==> config.mk <==
export PLATFORM = sky130hd
export DESIGN_NAME = prio_scan_encoder
export DESIGN_NICKNAME = d
export VERILOG_FILES = /design/src/rtl/prio_scan_encoder.sv
export SDC_FILE = /design/constraint.sdc
export NUM_CORES = 1
export LEC_CHECK = 0
export ABC_AREA = 1
export ABC_CLOCK_PERIOD_IN_PS = 1600
export BUFFER_PORTS_ARGS = -buffer_cell sky130_fd_sc_hd__buf_2
export CAP_MARGIN = 10
export CORE_AREA = 8 8 69 71
export DETAILED_ROUTE_END_ITERATION = 6
export DIE_AREA = 0 0 77 79
export GPL_TIMING_DRIVEN = 0
export PLACE_DENSITY = 0.8
export SKIP_CTS_REPAIR_TIMING = 1
export SYNTH_ARGS = -nofsm -noshare
export SYNTH_HDL_FRONTEND = slang
export SYNTH_SLANG_ARGS = --single-unit
export TNS_END_PERCENT = 20
==> constraint.sdc <==
create_clock -name clk -period 1.6 [get_ports clk]
set_input_delay 0.16 -clock clk [delete_from_list [all_inputs] [get_ports clk]]
set_output_delay 0.16 -clock clk [all_outputs]
set_load 0.01 [all_outputs]
==> src/rtl/prio_scan_encoder.sv <==
// Sequential priority scan encoder: captures a request vector, then reports every set bit's index one beat at a time.
// Optional feature macro PRIO_SCAN_POPCOUNT_EN adds out_count (popcount of the captured vector).
module prio_scan_encoder #(
  parameter int unsigned WIDTH = 16,
  localparam int unsigned IDX_W = $clog2(WIDTH)
) (
  input  logic             clk,
  input  logic             rst_n,
  input  logic [WIDTH-1:0] in_vec,
  input  logic             in_dir,
  input  logic             in_valid,
  output logic             in_ready,
  output logic [IDX_W-1:0] out_idx,
  output logic             out_none,
  output logic             out_last,
  output logic             out_valid,
  input  logic             out_ready
`ifdef PRIO_SCAN_POPCOUNT_EN
  ,
  output logic [IDX_W:0]   out_count
`endif
);

  typedef enum logic {S_IDLE, S_SCAN} state_t;

  state_t           r_state;
  logic [WIDTH-1:0] r_pend;
  logic             r_dir;
  logic             r_none;
  logic             r_in_ready;
  logic             r_out_valid;

  logic [IDX_W-1:0] w_idx;
  logic [WIDTH-1:0] w_clr;
  logic             w_le1;

  // Priority pick: last match wins, so loop direction selects MSB-first or LSB-first
  always_comb begin
    w_idx = '0;
    if (r_dir) begin
      for (int i = int'(WIDTH) - 1; i >= 0; i--) begin
        if (r_pend[i]) w_idx = IDX_W'(i);
      end
    end else begin
      for (int i = 0; i < int'(WIDTH); i++) begin
        if (r_pend[i]) w_idx = IDX_W'(i);
      end
    end
  end

  assign w_clr = WIDTH'(1) << w_idx;
  assign w_le1 = ((r_pend & (r_pend - WIDTH'(1))) == '0);

  assign in_ready  = r_in_ready;
  assign out_valid = r_out_valid;
  assign out_idx   = r_out_valid ? w_idx : '0;
  assign out_last  = r_out_valid & w_le1;
  assign out_none  = r_out_valid & r_none;

`ifdef PRIO_SCAN_POPCOUNT_EN
  logic [IDX_W:0] r_count;
  logic [IDX_W:0] w_pop;

  always_comb begin
    w_pop = '0;
    for (int i = 0; i < int'(WIDTH); i++) begin
      w_pop = w_pop + (IDX_W+1)'(in_vec[i]);
    end
  end

  always_ff @(posedge clk or negedge rst_n) begin
    if (!rst_n) begin
      r_count <= '0;
    end else if (r_state == S_IDLE && in_valid) begin
      r_count <= w_pop;
    end
  end

  assign out_count = r_count;
`endif

  // Control FSM; in_ready/out_valid are flops that mirror the state
  always_ff @(posedge clk or negedge rst_n) begin
    if (!rst_n) begin
      r_state     <= S_IDLE;
      r_pend      <= '0;
      r_dir       <= 1'b0;
      r_none      <= 1'b0;
      r_in_ready  <= 1'b1;
      r_out_valid <= 1'b0;
    end else begin
      case (r_state)
        S_IDLE: begin
          if (in_valid) begin
            r_pend      <= in_vec;
            r_dir       <= in_dir;
            r_none      <= (in_vec == '0);
            r_state     <= S_SCAN;
            r_in_ready  <= 1'b0;
            r_out_valid <= 1'b1;
          end
        end
        S_SCAN: begin
          if (out_ready) begin
            r_pend <= r_pend & ~w_clr;
            if (w_le1) begin
              r_state     <= S_IDLE;
              r_none      <= 1'b0;
              r_in_ready  <= 1'b1;
              r_out_valid <= 1'b0;
            end
          end
        end
        default: begin
          r_state     <= S_IDLE;
          r_in_ready  <= 1'b1;
          r_out_valid <= 1'b0;
        end
      endcase
    end
  end

endmodule

==> results of run 1 <==
stage by stage:
step	power, uW	util, %	instance area, um2	setup TNS [ns]	hold WS (ns)
final	3136	61.76	2346	-10.83	0.1529
after global routing	3364	61.76	2346	-14.20	0.1662
after CTS	2609	53.62	2037	-10.52	-0.1280
after detailed placement	2259	52.40	1991	-8.719	0.1534
after global placement	2212	52.40	1991	-8.006	0.1544
after floorplan	1921	-	1788	-1.658	-0.1356
power groups by stage:
stage	clock (uW)	sequential, uW	combinational (uW)
3_5_place_dp	0	961	1300
2_1_floorplan	0	895	1030
4_1_cts	358	950	1300
3_3_place_gp	0	952	1260
6_report	371	1000	1760
5_1_grt	395	1020	1950
final timing paths:
check / from / cells after the start / slack, ns / endpoint
setup / recovery: r_pend[3] / 10 / -0.67 / out_last
setup reg to reg: r_pend[0] / 12 / -0.57 / r_none
hold / removal: in_valid / 3 / 0.15 / r_state
hold reg to reg: in_ready / 2 / 0.49 / in_ready
max in group asynchronous: rst_n / 2 / 0.85 / r_pend[0]
min in group asynchronous: rst_n / 2 / 0.38 / out_valid
layout by cell type (no fill, tap or decap), types with 2 or more instances in the layout:
cell type / Yosys / final
a211oi_2: 1 / 2
a21oi_1: 18 / 17
a21oi_2: 1 / 2
buf_2: 3 / 30
buf_4: 0 / 19
buf_6: 0 / 2
clkbuf_8: 0 / 3
dfrtp_1: 20 / 10
dfrtp_2: 0 / 10
inv_1: 33 / 31
inv_2: 8 / 10
maj3_2: 2 / 2
nand2_1: 114 / 109
nand2_2: 4 / 6
nand2_4: 2 / 4
nand3_1: 13 / 11
nand4_1: 6 / 6
nor2_1: 29 / 23
nor2_2: 5 / 2
nor2_4: 4 / 13
nor4_1: 4 / 4
o21a_1: 2 / 2
o21ai_0: 10 / 9
o21ai_1: 6 / 6
sequential cells by signal, indices dropped and copies added (netlist names):
| register | count |
|---|---|
| in_ready | 1 |
| out_valid | 1 |
| r_dir | 1 |
| r_none | 1 |
| r_pend | 16 |
| r_state | 1 |
per-layer routing:
metal  share of wire (%)  vias up
met5                   0        -
met4                 4.3        0
met3                 5.7       25
met2                  48       93
met1                  41      964
li1                    -     1047
critical path, stage by stage (launching register included):
cell and delay, ns:
dfrtp_2 0.45, nor2_4 0.16, inv_2 0.07, nor3_4 0.19, nand2_1 0.09, nand2_1 0.06, o21ai_0 0.11, a211oi_2 0.33
nand3_4 0.13, nor2_2 0.12, buf_2 0.13
kinds of logic (layout without fill, tap and decap cells):
logic type / count (synthesis) / count (layout) / synth area share, %
flops: 21 / 21 / 29.61
buf+inv: 48 / 101 / 10.34
simple gates: 183 / 183 / 45.50
fa+ha+maj: 2 / 2 / 1.266
compound gates: 42 / 42 / 13.29
cells in the mapped netlist, types with 3 or more instances:
cell     count
inv_2        8
a21oi_1     18
nor4_1       4
nand3_1     13
nand2_1    114
buf_2        3
nor2_4       4
nor2_1      29
nand2_2      4
inv_1       33
nand4_1      6
o21ai_0     10
o21ai_1      6
nor2_2       5
dfrtp_1     20
layout make-up:
type / instances / area (um2)
multi-input cells: 227 / 1202
flip-flops and latches: 21 / 539.3
repair buffers: 49 / 304.0
inverters: 42 / 157.7
plain buffers: 6 / 33.78
well taps: 50 / 62.56
clock inverters: 1 / 5.005
fillers: 350 / 1453
clock buffers: 3 / 41.29
==> results.sh, run 1 <==
export IMPL_clk_path_buf_depth=2
export IMPL_numCtsBuffers=3
export IMPL_powerDensity_nw_per_um2=1337
export IMPL_setup_viol=25
export IMPL_crit_type="reg -> out"
export IMPL_top_usage_layer="met2"
export IMPL_via_per_inst=5.336
export IMPL_finalHoldViolCount=0
export IMPL_period_needed_ns=2.272
export IMPL_drt_first_pass_iters=4
export IMPL_detail_route_wl_per_cell_um=14.07
export IMPL_status="finished, violations left"
export IMPL_clock_sinks=21
export IMPL_antenna_left=0
export IMPL_wirelength_mm=5.615
export IMPL_grt_ovfl_total=0
export IMPL_tritoncts="built"
export IMPL_fin_ws_ns=-0.6715
export IMPL_num_vias=2129
export IMPL_peakVddDrop_v=0.0008065
export IMPL_synth_top_area_share_pct=28.13
export IMPL_clock_power_share_pct=11.8
export IMPL_syn_area_um2=1779
export IMPL_dieArea_um2=6083
export IMPL_use_met2_pct=27.44
export IMPL_drc=0
export IMPL_syn_area_per_cell_um2=6.011
export IMPL_placeableCoreArea_um2=3799
export IMPL_die_h_um=79
export IMPL_grt_pass1_vias=1799
export IMPL_hpwl_mm=3.823
export IMPL_crit_path_end_kind="output pin"
export IMPL_use_met3_pct=1.806
export IMPL_insertion_delay_ns=0.27
export IMPL_die_width_um=77
export IMPL_required_ns=1.44
export IMPL_p_sw_uw=1543
export IMPL_cap_viol_max_count=0
export IMPL_seq_power_share_pct=31.9
export IMPL_p_int_uw=1593
export IMPL_slew_violations=0
export IMPL_final_period_utilization_pct=142.0
export IMPL_place_inst=374
export IMPL_grt_max_degree=22
export IMPL_synth_edf_count=0
export IMPL_crit_arrival_ns=2.11
export IMPL_synth_cells=296
export IMPL_rsz0062_at_grt="true"
export IMPL_p_leak_uw=0.001246
export IMPL_skew_ns=0.001580
export IMPL_violations="setup timing"
export IMPL_globalplace_congestion=0.8998
export IMPL_area_delta_synth_final_pct=31.86
export IMPL_initial_core_util_pct=46.84
export IMPL_gr_usage_met1_pct=20.66
export IMPL_comb_power_share_pct=56.2
export IMPL_yosys_area_top_type="dfrtp_1"
export IMPL_drive_above_1_share_pct=32.66
export IMPL_cts_max_level=1
export IMPL_drt_initial_drc_count=213
export IMPL_ys_ff_latch=21
export IMPL_clk_pin_slew_worst_paths_ns=0.08
export IMPL_worst_pin_slew_ns=0.5100
export IMPL_finalNetCount=371
export IMPL_async_flop_share_pct=100.0
export IMPL_layout_cells_non_filler=399
export IMPL_num_rows=23
export IMPL_antennaDiodeCount=0
export IMPL_start_kind="flip-flop"
export IMPL_yosysSeqAreaShare_pct=29.61
export IMPL_crit_fanout=5
export IMPL_switching_share_pct=49.20
export IMPL_slew_headroom_pct=66.00
export IMPL_hold_path_class="in -> reg"
export IMPL_io_buffers=28
export IMPL_ys_types=30
export IMPL_yosysWarnings=0
export IMPL_ys_flop_type="dfrtp_1"
export IMPL_cts_root_buf="clkbuf_8"
export IMPL_syn_num_nets=317
export IMPL_io_pin_count=29
export IMPL_place_ws_ns=-0.5061
export IMPL_synthTopCellsByArea="dfrtp_1 28%, nand2_1 24%, inv_1 7.0%, nor2_1 6.1%, a21oi_1 5.1%"
export IMPL_antenna_found_initial=0
export IMPL_fmax_mhz=440.2
export IMPL_grt_pass1_wl_mm=8.162
export IMPL_grt_use_total_pct=16.02
No activity file was read; power rests on OpenSTA's default activity.
==> run 2: changes to the inputs <==
--- a/config.mk
+++ b/config.mk
@@ -9,11 +9,12 @@
 export ABC_CLOCK_PERIOD_IN_PS = 1600
 export BUFFER_PORTS_ARGS = -buffer_cell sky130_fd_sc_hd__buf_2
 export CAP_MARGIN = 10
-export CORE_AREA = 8 8 69 71
+export CORE_AREA = 8 8 67 69
+export CTS_BUF_LIST = sky130_fd_sc_hd__clkbuf_4 sky130_fd_sc_hd__clkbuf_8
 export DETAILED_ROUTE_END_ITERATION = 6
-export DIE_AREA = 0 0 77 79
+export DIE_AREA = 0 0 75 77
 export GPL_TIMING_DRIVEN = 0
-export PLACE_DENSITY = 0.8
+export PLACE_DENSITY = 0.84
 export SKIP_CTS_REPAIR_TIMING = 1
 export SYNTH_ARGS = -nofsm -noshare
 export SYNTH_HDL_FRONTEND = slang
==> run 2 against run 1 <==
The flow still finishes with violations (setup timing). Flip-flop and latch count unchanged. Via count decreased by 2.0%. Setup slack got worse by 0.054 ns. Critical endpoint unchanged. Highest routed layer unchanged. Critical path depth unchanged. Worst hold slack got worse by 0.061 ns. Global-route usage increased by 1.8 points.
==> results.sh, run 2 (same netlist as run 1, synthesis figures left out) <==
export IMPL_status="finished, violations left"
export IMPL_violations="setup timing"
export IMPL_placeableCoreArea_um2=3496
export IMPL_post_route_util_pct=65.35
export IMPL_final_period_utilization_pct=145.4
export IMPL_regMostFlops="r_pend"
export IMPL_via_per_inst=5.284
export IMPL_start_kind="flip-flop"
export IMPL_drc=0
export IMPL_insertion_delay_ns=0.33
export IMPL_fmax_mhz=429.9
export IMPL_finalHoldViolCount=0
export IMPL_switching_share_pct=49.64
export IMPL_grt_use_total_pct=17.84
export IMPL_num_vias=2087
export IMPL_reg2reg_slack_ns=-0.50
export IMPL_fin_ws_ns=-0.7260
export IMPL_cts_max_level=1
export IMPL_drt_first_pass_iters=4
export IMPL_comb_power_share_pct=56.9
export IMPL_die_h_um=77
export IMPL_worst_pin_slew_ns=0.5118
export IMPL_min_from="in_valid"
export IMPL_initial_core_util_pct=50.89
export IMPL_antennaDiodeCount=0
export IMPL_drive_above_1_share_pct=32.28
export IMPL_final_cell_mix="111 x nand2_1, 31 x inv_1, 30 x buf_2"
export IMPL_antenna_left=0
export IMPL_area_delta_synth_final_pct=28.41
export IMPL_tritoncts="built"
export IMPL_die_width_um=75
export IMPL_cap_viol_max_count=0
export IMPL_p_sw_uw=1474
export IMPL_drt_initial_drc_count=177
export IMPL_tns_ns=-9.371
export IMPL_p_int_uw=1495
export IMPL_clock_power_share_pct=9.6
export IMPL_powerDensity_nw_per_um2=1299
export IMPL_num_rows=22
export IMPL_grt_pass1_wl_mm=8.245
export IMPL_clk_pin_slew_worst_paths_ns=0.14
export IMPL_dpl_instance_area_um2=1988
export IMPL_io_pin_count=29
export IMPL_r2r_start="r_pend[3]"
export IMPL_peakVddDrop_v=0.0007560
export IMPL_grt_pass1_vias=1901
export IMPL_grt_ovfl_total=0
export IMPL_final_common_cell="nand2_1"
export IMPL_detail_route_wl_per_cell_um=13.35
export IMPL_clk_path_buf_depth=2
export IMPL_crit_path_end_kind="output pin"
export IMPL_hold_path_end="r_state"
export IMPL_slew_headroom_pct=65.88
export IMPL_wirelength_mm=5.272
export IMPL_p_leak_uw=0.001204
export IMPL_cts_root_buf="clkbuf_4"
export IMPL_antenna_found_initial=0
export IMPL_setup_viol=25
export IMPL_seq_power_share_pct=33.5
export IMPL_skew_ns=0.01078
export IMPL_dieArea_um2=5775
export IMPL_hold_path_class="in -> reg"
export IMPL_globalplace_congestion=0.9033
export IMPL_numCtsBuffers=3
export IMPL_rr_worst_depth=11
export IMPL_required_ns=1.44
export IMPL_final_area_um2=2285
export IMPL_period_needed_ns=2.326
export IMPL_crit_type="reg -> out"
export IMPL_finalNetCount=369
export IMPL_rsz0062_at_grt="true"
export IMPL_hpwl_mm=3.840
export IMPL_largest_register_ffs=16
export IMPL_crit_arrival_ns=2.17
export IMPL_io_buffers=28
export IMPL_slew_violations=0
export IMPL_whs_path_depth=3
export IMPL_p_total_uw=2969
export IMPL_grt_max_degree=22
export IMPL_crit_fanout=5
export IMPL_hold_ws_ns=0.09144
export IMPL_clock_sinks=21
export IMPL_r2r_end="r_none"
run 2: area by class of cell:
class | count | area (um2)
Inverter | 42 | 160.2
Multi-Input combinational cell | 227 | 1176
Timing Repair Buffer | 47 | 285.3
Sequential cell | 21 | 541.8
Buffer | 6 | 33.78
Tap cell | 48 | 60.06
Fill cell | 333 | 1211
Clock buffer | 3 | 22.52
Clock inverter | 1 | 5.005
run 2: worst max-delay path by stage:
stage	cells past startpoint	slack, ns	startpoint	end
floorplan	10	-0.19	r_pend[3]	r_none
global route	9	-0.84	r_pend[3]	out_last
detailed placement	9	-0.46	r_pend[1]	r_none
global placement	8	-0.47	r_pend[1]	out_last
CTS	8	-0.84	r_pend[1]	out_last
finish	10	-0.73	r_pend[3]	out_last
run 2: per-stage QoR:
| step | setup WS, ns | instances |
|---|---|---|
| final | -0.7260 | 395 |
| after global routing | -0.8361 | 395 |
| after CTS | -0.8375 | 376 |
| after detailed placement | -0.4595 | 372 |
| after global placement | -0.4708 | 372 |
| after floorplan | -0.1868 | 296 |
run 2: layer usage:
metal  global-route usage (%)  wire (um)  vias to the layer above
li1                         -          -                     1040
met1                    22.52       2217                      950
met2                    29.58       2586                       82
met3                    2.081        317                       15
met4                    6.471        151                        0
met5                        0          0                        -
run 2: power groups by stage:
stage               Combinational (uW)  Sequential (uW)  Clock, uW
finish                            1690              995        286
floorplan                         1030              895          0
global route                      1880             1010        300
detailed placement                1290              961          0
CTS                               1300              949        284
global placement                  1260              951          0
run 2: worst max-delay path, cell delays in order (launching register included):
cell      delay, ns
dfrtp_2        0.47
nor2_4         0.16
inv_2          0.08
nor3_4         0.18
nand2_1        0.07
nand2_1        0.06
o21ai_0        0.10
a211oi_2       0.34
nand3_4        0.13
nor2_2         0.11
buf_2          0.13
==> run 3: changes to the inputs <==
--- a/config.mk
+++ b/config.mk
@@ -16,6 +16,7 @@
 export GPL_TIMING_DRIVEN = 0
 export PLACE_DENSITY = 0.84
 export SKIP_CTS_REPAIR_TIMING = 1
+export SKIP_LAST_GASP = 1
 export SYNTH_ARGS = -nofsm -noshare
 export SYNTH_HDL_FRONTEND = slang
 export SYNTH_SLANG_ARGS = --single-unit
==> run 3 against run 2 <==
The run still ends with setup timing left. Final cell count unchanged. Register-to-register slack improved by 0.04 ns. Clock skew increased by 0.0028 ns. Core utilization decreased by 1.3 points. Power decreased by 2.8%. First-iteration DRC count decreased by 16%. Count of clock-buffer cells in the layout unchanged. Flip-flop and latch count unchanged. Via count about the same. Critical path type unchanged. Largest cell class unchanged.
==> results.sh, run 3 (same netlist as run 1, synthesis figures left out) <==
export IMPL_peakVddDrop_v=0.0007481
export IMPL_cts_max_level=1
export IMPL_clock_power_share_pct=9.8
export IMPL_grt_use_total_pct=17.84
export IMPL_hpwl_mm=3.840
export IMPL_die_h_um=77
export IMPL_n_fill_cell=338
export IMPL_drive_above_1_share_pct=31.12
export IMPL_io_buffers=28
export IMPL_num_rows=22
export IMPL_crit_fanout=5
export IMPL_dieArea_um2=5775
export IMPL_final_common_cell="nand2_1"
export IMPL_clk_path_buf_depth=2
export IMPL_grt_max_degree=22
export IMPL_rsz0062_at_grt="true"
export IMPL_io_pin_count=29
export IMPL_comb_power_share_pct=55.8
export IMPL_finalHoldViolCount=0
export IMPL_fmax_mhz=424.8
export IMPL_slowest_stage="dfrtp_2"
export IMPL_top_usage_layer="met2"
export IMPL_num_vias=2089
export IMPL_final_period_utilization_pct=147.1
export IMPL_numCtsBuffers=3
export IMPL_cpLargestDelayFamily="simple AND/OR/NAND/NOR gates"
export IMPL_crit_type="reg -> out"
export IMPL_die_width_um=75
export IMPL_violations="setup timing"
export IMPL_cp_num_buf_inv=2
export IMPL_max_stage_delay_ns=0.47
export IMPL_hold_path_class="in -> reg"
export IMPL_insertion_delay_ns=0.33
export IMPL_grt_ovfl_total=0
export IMPL_antennaDiodeCount=0
export IMPL_rr_worst_depth=10
export IMPL_gr_usage_met1_pct=22.52
export IMPL_worst_pin_slew_ns=0.5082
export IMPL_reg2reg_slack_ns=-0.46
export IMPL_skew_ns=0.01354
export IMPL_placeableCoreArea_um2=3496
export IMPL_crit_chain="nor2_4 > inv_2 > nor3_4 > nand4_1 > maj3_2 > nor2_2 > nand3_2 > nor2_2 > buf_2"
export IMPL_p_leak_uw=0.001196
export IMPL_grt_pass1_vias=1901
export IMPL_grt_pass1_wl_mm=8.245
export IMPL_cap_viol_max_count=0
export IMPL_via_per_inst=5.289
export IMPL_initial_core_util_pct=50.89
export IMPL_finalNetCount=369
export IMPL_seq_power_share_pct=34.4
export IMPL_crit_arrival_ns=2.19
export IMPL_antenna_left=0
export IMPL_fin_ws_ns=-0.7541
export IMPL_slew_violations=0
export IMPL_final_cell_mix="112 x nand2_1, 31 x inv_1, 30 x buf_2"
export IMPL_crit_path_end_kind="output pin"
export IMPL_status="finished, violations left"
export IMPL_r2r_start="r_pend[3]"
export IMPL_area_delta_synth_final_pct=25.81
export IMPL_detail_route_wl_per_cell_um=13.22
export IMPL_switching_share_pct=49.12
export IMPL_antenna_found_initial=0
export IMPL_tritoncts="built"
export IMPL_regMostFlops="r_pend"
export IMPL_required_ns=1.44
export IMPL_globalplace_congestion=0.9033
export IMPL_clock_sinks=21
export IMPL_setup_viol=25
export IMPL_wirelength_mm=5.223
export IMPL_largest_register_ffs=16
export IMPL_drt_initial_drc_count=149
export IMPL_use_met2_pct=29.58
export IMPL_p_int_uw=1468
export IMPL_drc=0
export IMPL_p_total_uw=2885
export IMPL_slew_headroom_pct=66.12
export IMPL_place_inst=372
export IMPL_start_kind="flip-flop"
export IMPL_clk_pin_slew_worst_paths_ns=0.14
export IMPL_p_sw_uw=1417
export IMPL_cp_endpoint="out_last"
export IMPL_crit_path_frequent_cell="nor2_2"
export IMPL_layout_cells_non_filler=395
export IMPL_powerDensity_nw_per_um2=1289
export IMPL_r2r_end="r_none"
export IMPL_drt_first_pass_iters=5
export IMPL_use_met3_pct=2.081
export IMPL_cp_depth=9
export IMPL_cp_startpoint="r_pend[3]"
export IMPL_cts_root_buf="clkbuf_4"
export IMPL_period_needed_ns=2.354
## run 3: cell type report
type	instances	area [um2]	share of cell area, %
Sequential cell	21	541.8	24.20
Clock inverter	1	5.005	0.2236
Clock buffer	3	22.52	1.006
Buffer	6	32.53	1.453
Inverter	42	160.2	7.155
Timing Repair Buffer	47	285.3	12.74
Multi-Input combinational cell	227	1131	50.53
Tap cell	48	60.06	2.683
## run 3: power groups by stage
stage	Clock [uW]	Sequential, uW	Combinational (uW)
global placement	0	951	1260
finish	283	993	1610
CTS	284	949	1300
floorplan	0	895	1030
global route	300	1010	1810
detailed placement	0	961	1290
## run 3: how the worst min path moves through the flow
stage	slack, ns	to	startpoint	depth (start not counted)
CTS	-0.22	r_pend[9]	rst_n	1
detailed placement	0.15	r_pend[6]	rst_n	1
global route	0.11	r_state	in_valid	3
floorplan	-0.14	out_valid	rst_n	0
finish	0.09	r_state	in_valid	3
global placement	0.15	r_pend[6]	rst_n	1
## run 3: per-stage QoR
step           util [%]  worst slack, ns  hold WS [ns]  setup TNS, ns  cell area [um2]
6_report          64.03          -0.7541       0.09020         -9.523             2238
5_1_grt           64.03          -0.8848        0.1084         -14.29             2238
4_1_cts           57.66          -0.8375       -0.2151         -10.77             2016
3_5_place_dp      56.87          -0.4595        0.1475         -8.463             1988
3_3_place_gp      56.87          -0.4708        0.1494         -7.776             1988
2_1_floorplan         -          -0.1868       -0.1356         -1.658             1788
## run 3: tightest hold or removal path, stage by stage
cell and delay (ns):
buf_2 0.09, nor2_1 0.05, nor2_1 0.09
## run 3: layer usage
metal  vias to the layer above  wire, um
li1                       1038         -
met1                       947      2240
met2                        87      2532
met3                        17       311
met4                         0       139
met5                         -         0
